File: src/rtl/mdr_pkg.sv
// rtl/mdr_pkg.sv - shared types and helpers for the MDR operation sequencer
//
// Purpose : operand width, operation/error/state encodings and two small
//           helpers used by the sequencer and its bus interface.
// Contents: DW, op_e, err_e, seq_state_e, unit_onehot(), add_mode()
package mdr_pkg;

   localparam int DW = 16;

   typedef enum logic [1:0] {
      OP_MUL  = 2'b00,
      OP_DIV  = 2'b01,
      OP_SQRT = 2'b10,
      OP_BAD  = 2'b11
   } op_e;

   typedef enum logic [1:0] {
      ERR_BAD_OP   = 2'd0,
      ERR_DIV_ZERO = 2'd1,
      ERR_SQRT_NEG = 2'd2,
      ERR_TIMEOUT  = 2'd3
   } err_e;

   typedef enum logic [2:0] {
      IDLE,
      WAIT_X,
      WAIT_Y,
      CHECK,
      RUN,
      DONE,
      ERR
   } seq_state_e;

   // One-hot unit select; OP_BAD maps to no unit at all.
   function automatic logic [2:0] unit_onehot(op_e op);
      return 3'b001 << op;
   endfunction

   // Shared adder direction while a unit is running.
   function automatic logic add_mode(op_e op, logic sqrt_add);
      case (op)
         OP_MUL:  return 1'b1;
         OP_DIV:  return 1'b0;
         OP_SQRT: return sqrt_add;
         default: return 1'b1;
      endcase
   endfunction

endpackage

File: src/rtl/mdr_op_sequencer_if.sv
// rtl/mdr_op_sequencer_if.sv - control/operand bus between the MDR top and its sequencer
//
// Purpose : bundles the Start/Load/Op pins, the operand bus, the unit
//           handshakes and the sequencer's registered control outputs.
// Modports: seq  - the sequencer (drives control outputs)
//           ctrl - the environment (drives pins, operand bus, unit status)
interface mdr_op_sequencer_if;
   import mdr_pkg::*;

   logic          start;
   logic          load;
   logic [1:0]    op;
   logic [DW-1:0] data;
   logic [2:0]    unit_done;
   logic          sqrt_add;

   logic          load_op;
   logic          sync_clr;
   logic          load_x;
   logic          load_y;
   logic [2:0]    unit_start;
   logic [1:0]    adder_sel;
   logic          adder_add;
   logic          busy;
   logic          ready;
   logic          error;
   logic [1:0]    err_code;

   modport seq (
      input  start, load, op, data, unit_done, sqrt_add,
      output load_op, sync_clr, load_x, load_y, unit_start,
             adder_sel, adder_add, busy, ready, error, err_code
   );

   modport ctrl (
      output start, load, op, data, unit_done, sqrt_add,
      input  load_op, sync_clr, load_x, load_y, unit_start,
             adder_sel, adder_add, busy, ready, error, err_code
   );

endinterface

File: src/rtl/mdr_edge_det.sv
// rtl/mdr_edge_det.sv - rising-edge detector for the Load pin
//
// Purpose : remembers the previous level of d and flags a 0->1 change
//           in the cycle the new level is seen.
// Ports   : clk  - clock, rising edge
//           rst  - asynchronous reset, active-low
//           d    - level input
//           rise - high for exactly one cycle per rising edge of d
module mdr_edge_det (
   input  logic clk,
   input  logic rst,
   input  logic d,
   output logic rise
);

   logic d_q;

   always_ff @(posedge clk or negedge rst) begin
      if (!rst) d_q <= 1'b0;
      else      d_q <= d;
   end

   // Combined with the registered previous level so the FSM can act in
   // the same cycle and produce its registered pulse one cycle later.
   assign rise = d & ~d_q;

endmodule

File: src/rtl/mdr_op_sequencer.sv
// rtl/mdr_op_sequencer.sv - control sequencer for the multiply/divide/sqrt unit
//
// Purpose : collects X and Y from the shared data bus, validates them,
//           starts one arithmetic unit, steers the shared adder and
//           reports ready or error.  All outputs are registered.
// Ports   : clk         - clock, rising edge
//           rst         - asynchronous reset, active-low
//           bus (seq)   - start/load/op/data/unit_done/sqrt_add in;
//                         load_op/sync_clr/load_x/load_y/unit_start/
//                         adder_sel/adder_add/busy/ready/error/err_code out
// Options : MDR_TIMEOUT_EN - builds a RUN watchdog of TIMEOUT_CYC cycles
module mdr_op_sequencer
   import mdr_pkg::*;
#(
   parameter int TIMEOUT_CYC = 64
) (
   input  logic            clk,
   input  logic            rst,
   mdr_op_sequencer_if.seq bus
);

   seq_state_e state;
   op_e        op_q;
   logic       neg_x;
   logic       zero_y;
   logic       load_rise;

`ifdef MDR_TIMEOUT_EN
   localparam int CNT_W = ($clog2(TIMEOUT_CYC + 1) > 8) ? $clog2(TIMEOUT_CYC + 1) : 8;
   logic [CNT_W-1:0] run_cnt;
`endif

   mdr_edge_det u_load_edge (
      .clk  (clk),
      .rst  (rst),
      .d    (bus.load),
      .rise (load_rise)
   );

   always_ff @(posedge clk or negedge rst) begin
      if (!rst) begin
         state          <= IDLE;
         op_q           <= OP_MUL;
         neg_x          <= 1'b0;
         zero_y         <= 1'b0;
         bus.load_op    <= 1'b0;
         bus.sync_clr   <= 1'b0;
         bus.load_x     <= 1'b0;
         bus.load_y     <= 1'b0;
         bus.unit_start <= 3'b000;
         bus.adder_sel  <= 2'b00;
         bus.adder_add  <= 1'b0;
         bus.busy       <= 1'b0;
         bus.ready      <= 1'b0;
         bus.error      <= 1'b0;
         bus.err_code   <= 2'b00;
`ifdef MDR_TIMEOUT_EN
         run_cnt        <= '0;
`endif
      end else begin
         // Pulses last one cycle; adder parks at sel=00/add outside RUN.
         bus.load_op    <= 1'b0;
         bus.sync_clr   <= 1'b0;
         bus.load_x     <= 1'b0;
         bus.load_y     <= 1'b0;
         bus.unit_start <= 3'b000;
         bus.adder_sel  <= 2'b00;
         bus.adder_add  <= 1'b1;

         case (state)
            IDLE, DONE, ERR: begin
               // A load edge arriving with start is dropped: edges are
               // only honoured once WAIT_X has been reached.
               if (bus.start) begin
                  bus.load_op  <= 1'b1;
                  bus.sync_clr <= 1'b1;
                  op_q         <= op_e'(bus.op);
                  bus.ready    <= 1'b0;
                  bus.error    <= 1'b0;
                  bus.err_code <= 2'b00;
                  bus.busy     <= 1'b1;
                  state        <= WAIT_X;
               end
            end

            WAIT_X: begin
               if (load_rise) begin
                  bus.load_x <= 1'b1;
                  neg_x      <= bus.data[DW-1];
                  state      <= (op_q == OP_SQRT) ? CHECK : WAIT_Y;
               end
            end

            WAIT_Y: begin
               if (load_rise) begin
                  bus.load_y <= 1'b1;
                  zero_y     <= (bus.data == '0);
                  state      <= CHECK;
               end
            end

            CHECK: begin
               if (op_q == OP_BAD) begin
                  bus.error    <= 1'b1;
                  bus.err_code <= ERR_BAD_OP;
                  bus.busy     <= 1'b0;
                  state        <= ERR;
               end else if (op_q == OP_DIV && zero_y) begin
                  bus.error    <= 1'b1;
                  bus.err_code <= ERR_DIV_ZERO;
                  bus.busy     <= 1'b0;
                  state        <= ERR;
               end else if (op_q == OP_SQRT && neg_x) begin
                  bus.error    <= 1'b1;
                  bus.err_code <= ERR_SQRT_NEG;
                  bus.busy     <= 1'b0;
                  state        <= ERR;
               end else begin
                  bus.unit_start <= unit_onehot(op_q);
                  bus.adder_sel  <= op_q;
                  bus.adder_add  <= add_mode(op_q, bus.sqrt_add);
`ifdef MDR_TIMEOUT_EN
                  run_cnt        <= '0;
`endif
                  state          <= RUN;
               end
            end

            RUN: begin
               // Only the selected unit's done bit counts; done beats timeout.
               if (|(bus.unit_done & unit_onehot(op_q))) begin
                  bus.ready <= 1'b1;
                  bus.busy  <= 1'b0;
                  state     <= DONE;
               end
`ifdef MDR_TIMEOUT_EN
               else if (run_cnt == CNT_W'(TIMEOUT_CYC - 1)) begin
                  bus.error    <= 1'b1;
                  bus.err_code <= ERR_TIMEOUT;
                  bus.busy     <= 1'b0;
                  state        <= ERR;
               end
`endif
               else begin
                  bus.adder_sel <= op_q;
                  bus.adder_add <= add_mode(op_q, bus.sqrt_add);
`ifdef MDR_TIMEOUT_EN
                  run_cnt       <= run_cnt + 1'b1;
`endif
               end
            end

            default: state <= IDLE;
         endcase
      end
   end

endmodule

File: src/flat_wrapper.sv
// flat-port wrapper written by rule: the top's interface ports become plain ports
module mdr_op_sequencer_flat import mdr_pkg::*;
#(
   parameter int TIMEOUT_CYC = 64
)
  (clk, rst, bus_start, bus_load, bus_op, bus_data, bus_unit_done, bus_sqrt_add, bus_load_op, bus_sync_clr, bus_load_x, bus_load_y, bus_unit_start, bus_adder_sel, bus_adder_add, bus_busy, bus_ready, bus_error, bus_err_code);
  mdr_op_sequencer_if bus_i ();
  input  logic clk;
  input  logic rst;
  input wire logic [$bits(bus_i.start)-1:0] bus_start;
  input wire logic [$bits(bus_i.load)-1:0] bus_load;
  input wire logic [$bits(bus_i.op)-1:0] bus_op;
  input wire logic [$bits(bus_i.data)-1:0] bus_data;
  input wire logic [$bits(bus_i.unit_done)-1:0] bus_unit_done;
  input wire logic [$bits(bus_i.sqrt_add)-1:0] bus_sqrt_add;
  output wire logic [$bits(bus_i.load_op)-1:0] bus_load_op;
  output wire logic [$bits(bus_i.sync_clr)-1:0] bus_sync_clr;
  output wire logic [$bits(bus_i.load_x)-1:0] bus_load_x;
  output wire logic [$bits(bus_i.load_y)-1:0] bus_load_y;
  output wire logic [$bits(bus_i.unit_start)-1:0] bus_unit_start;
  output wire logic [$bits(bus_i.adder_sel)-1:0] bus_adder_sel;
  output wire logic [$bits(bus_i.adder_add)-1:0] bus_adder_add;
  output wire logic [$bits(bus_i.busy)-1:0] bus_busy;
  output wire logic [$bits(bus_i.ready)-1:0] bus_ready;
  output wire logic [$bits(bus_i.error)-1:0] bus_error;
  output wire logic [$bits(bus_i.err_code)-1:0] bus_err_code;
  assign bus_i.start = bus_start;
  assign bus_i.load = bus_load;
  assign bus_i.op = bus_op;
  assign bus_i.data = bus_data;
  assign bus_i.unit_done = bus_unit_done;
  assign bus_i.sqrt_add = bus_sqrt_add;
  assign bus_load_op = bus_i.load_op;
  assign bus_sync_clr = bus_i.sync_clr;
  assign bus_load_x = bus_i.load_x;
  assign bus_load_y = bus_i.load_y;
  assign bus_unit_start = bus_i.unit_start;
  assign bus_adder_sel = bus_i.adder_sel;
  assign bus_adder_add = bus_i.adder_add;
  assign bus_busy = bus_i.busy;
  assign bus_ready = bus_i.ready;
  assign bus_error = bus_i.error;
  assign bus_err_code = bus_i.err_code;
  mdr_op_sequencer #(.TIMEOUT_CYC(TIMEOUT_CYC)) u_core (.clk(clk), .rst(rst), .bus(bus_i));
endmodule
File: config.mk
export PLATFORM = sky130hd
export DESIGN_NAME = mdr_op_sequencer_flat
export DESIGN_NICKNAME = d
export VERILOG_FILES = /design/src/rtl/mdr_pkg.sv /design/src/rtl/mdr_op_sequencer_if.sv /design/src/rtl/mdr_edge_det.sv /design/src/rtl/mdr_op_sequencer.sv /design/src/flat_wrapper.sv
export SDC_FILE = /design/constraint.sdc
export NUM_CORES = 1
export LEC_CHECK = 0
export CAP_MARGIN = 10
export CORE_ASPECT_RATIO = 1.2
export CORE_MARGIN = 8
export CORE_UTILIZATION = 46
export CTS_CLUSTER_DIAMETER = 200
export DETAILED_ROUTE_END_ITERATION = 10
export HOLD_SLACK_MARGIN = 0.15
export PLACE_DENSITY = 0.86
export SETUP_SLACK_MARGIN = 0.2
export SLEW_MARGIN = 20
export SYNTH_ARGS = -nofsm -noshare
export SYNTH_HDL_FRONTEND = slang
export SYNTH_SLANG_ARGS = --single-unit
File: constraint.sdc
create_clock -name clk -period 2.55 [get_ports clk]
set_input_delay 0.255 -clock clk [delete_from_list [all_inputs] [get_ports clk]]
set_output_delay 0.255 -clock clk [all_outputs]
set_load 0.03 [all_outputs]
==> flow_summary_export.csv <==
group,metric,value,unit
floorplan,die_w,60.1,um
timing,timing.setup.tns,0,ps
pwr,ir_worst_vdd,0.000630,V
timing,hold_viol,0,
floorplan,die_h,68.9,um
cts,clk_latency,310,ps
pwr,power.total,1.60,mW
finish,layout-drive-gt1-share,16.9,%
global_route,antenna_found_initial,0,
critical_path,critPathRequiredTime,2750,ps
finish,utilization,68.0,%
finish,fin_nets,157,
pwr,p_per_area,1040,nW/um^2
synth,yosys_warnings,0,
timing,worst_slew_pin_slew,447,ps
global_route,grt_pass1_wl,4.31,mm
floorplan,num_rows,19,
cts,clock_path_buffers,2,
synth,ys_ff_latch,22,
placement,dp_hpwl,2.00,mm
synth,postSynthAreaPerCell,11.8,um^2
synth,synthesis.area,1070,um^2
critical_path,crit_fanout,11,
synth,ys_async_sr_fraction,100,%
cts,clk_pin_slew_worst_paths,120,ps
placement,gp_congestion,0.830,
timing,fin_crit_sh,68.7,%
critical_path,critPathSlowestCell,"dfrtp_1",
synth,yosysSeqAreaShare,51.4,%
detailed_routing,routed_wl,2.59,mm
timing,relSlewSlack,69.9,%
critical_path,critical-path-top-delay-family,"flip-flops",
critical_path,end_kind,"register",
finish,fillers,166,
detailed_routing,num_vias,888,
pwr,p_leak,0.644,nW
cts,cts_setup_buffers,0,
worst_hold_path,hp-class,"in2async",
synth,yosys-top-cells-area,"dfrtp_1 51%, mux2_4 4.2%, nor4_1 2.9%",
timing,timing.fmax,0.571,GHz
detailed_routing,wl_per_cell,16.1,um
floorplan,floorplan.initialDensity,47.4,%
synth,synth_most_common_cell,"dfrtp_1",
global_route,grt_overflow,0,
detailed_routing,viasPerCell,5.52,
synth,yosysTopAreaCell,"dfrtp_1",
finish,syn2layout_area_growth,43.5,%
critical_path,criticalPathCategory,"reg2reg",
placement,placed_area,1480,um^2
detailed_routing,antenna_left,0,
critical_path,max_stage_delay,610,ps
synth,ys_types,40,
cts,cts_tree,"done",
placement,numPortBuffers,40,
cts,clockRootBuffer,"clkbuf_4",
floorplan,core_area,2260,um^2
cts,hold_buffers,0,
cts,cts.sinks,22,
critical_path,cp-start-kind,"register",
synth,synth_common_cells,"22 x dfrtp_1, 5 x nor2_1, 5 x nor3_1, 5 x nor4_1, 4 x a21oi_1",
status,status,"complete, no violations",
finish,instances_no_fill,161,
cts,cts-buffers-inserted,3,
cts,htreeDepth,1,
detailed_routing,drt_first_iter_violations,29,
synth,syn_nets,117,
synth,synth_edf_count,0,
placement,dp.cells,157,
synth,synth_cells,91,
timing,drv_slew,0,
critical_path,arrival,1960,ps
timing,fin_ws,798,ps
timing,timing.hold.ws,275,ps
timing,setup_violations,0,
critical_path,path_buf_inv,1,
global_route,grt_pass1_vias,951,
finish,antenna_cells,0,
timing,fin_skew,1.42,ps
floorplan,ios,41,
timing,rsz0062_at_grt,"false",
placement,dp_slack,722,ps
floorplan,die_area,4140,um^2
critical_path,cp_cell_sequence,"and2b_2 -> o31a_4 -> inv_6 -> mux2_4",
detailed_routing,drtPass1Iterations,4,
detailed_routing,drc,0,
global_route,track_usage,13.6,%
timing,layout_min_cycle_time,1750,ps
cts,postCtsResizedCells,0,
finish,final_cell_area,1540,um^2
synth,synth_top_area_share,51.4,%
flow_run,maxCapViolCount,0,
global_route,grt_start_max_net_pins,23,
synth,ys.flop_type,"dfrtp_1",
==> power breakdown <==
| part | switching [mW] | internal (mW) | total (mW) |
|---|---|---|---|
| combinational | 0.356 | 0.365 | 0.721 |
| sequential | 0.156 | 0.459 | 0.615 |
| clock | 0.105 | 0.159 | 0.263 |
==> area by class of cell <==
cell class	count	area [um^2]	share of cell area (%)
well taps	31	38.8	2.52
multi-input cells	59	467	30.4
inverters	4	20.0	1.30
clock buffers	3	22.5	1.47
repair buffers	41	408	26.5
clock inverters	1	30.0	1.95
flip-flops and latches	22	551	35.8
==> layer usage <==
metal  global-route usage [%]  wire, um
met3                     4.08       231
met4                     8.36        93
met1                     14.5       995
met2                     23.3      1270
met5                        0         0
==> logic make-up (layout without fill, tap and decap cells) <==
| logic type | Yosys count | after routing | share of synthesized area [%] |
|---|---|---|---|
| flops | 22 | 22 | 51.4 |
| buf+inv | 10 | 49 | 5.02 |
| compound gates | 19 | 19 | 14.6 |
| simple gates | 35 | 35 | 22.8 |
| mux | 5 | 5 | 6.19 |
==> registers in the layout, indices dropped and copies added, names as in the netlist, 2 cells and up <==
signal                 count
u_core.bus.adder_sel       2
u_core.bus.err_code        2
u_core.bus.unit_start      3
u_core.op_q                2
u_core.state               3
==> cells in the final DEF, fill, tap and decap left out, types with 2 or more instances in the layout <==
cell             instances
nor2b_1                  3
nor2_1                   5
inv_1                    3
o21ai_0                  2
mux2_4                   3
dfrtp_1                 22
nor3_1                   5
clkbuf_4                 3
nor4_1                   5
and2b_2                  2
nand2_1                  3
clkdlybuf4s50_1         40
nand2b_1                 3
a21oi_1                  4
==> final timing paths <==
| kind | from | endpoint | slack (ps) | cells after the start |
|---|---|---|---|---|
| hold / removal | rst | u_core.state[0] | 280 | 2 |
| setup reg to reg | u_core.state[1] | u_core.op_q[0] | 800 | 4 |
| setup / recovery | u_core.state[1] | u_core.op_q[0] | 800 | 4 |
| max in group asynchronous | rst | u_core.bus.load_op | 2060 | 2 |
| hold reg to reg | u_core.bus.ready | u_core.bus.ready | 500 | 1 |
| min in group clk | bus_load | u_core.u_load_edge.d_q | 400 | 1 |
Power figures use the tool's default switching activity.
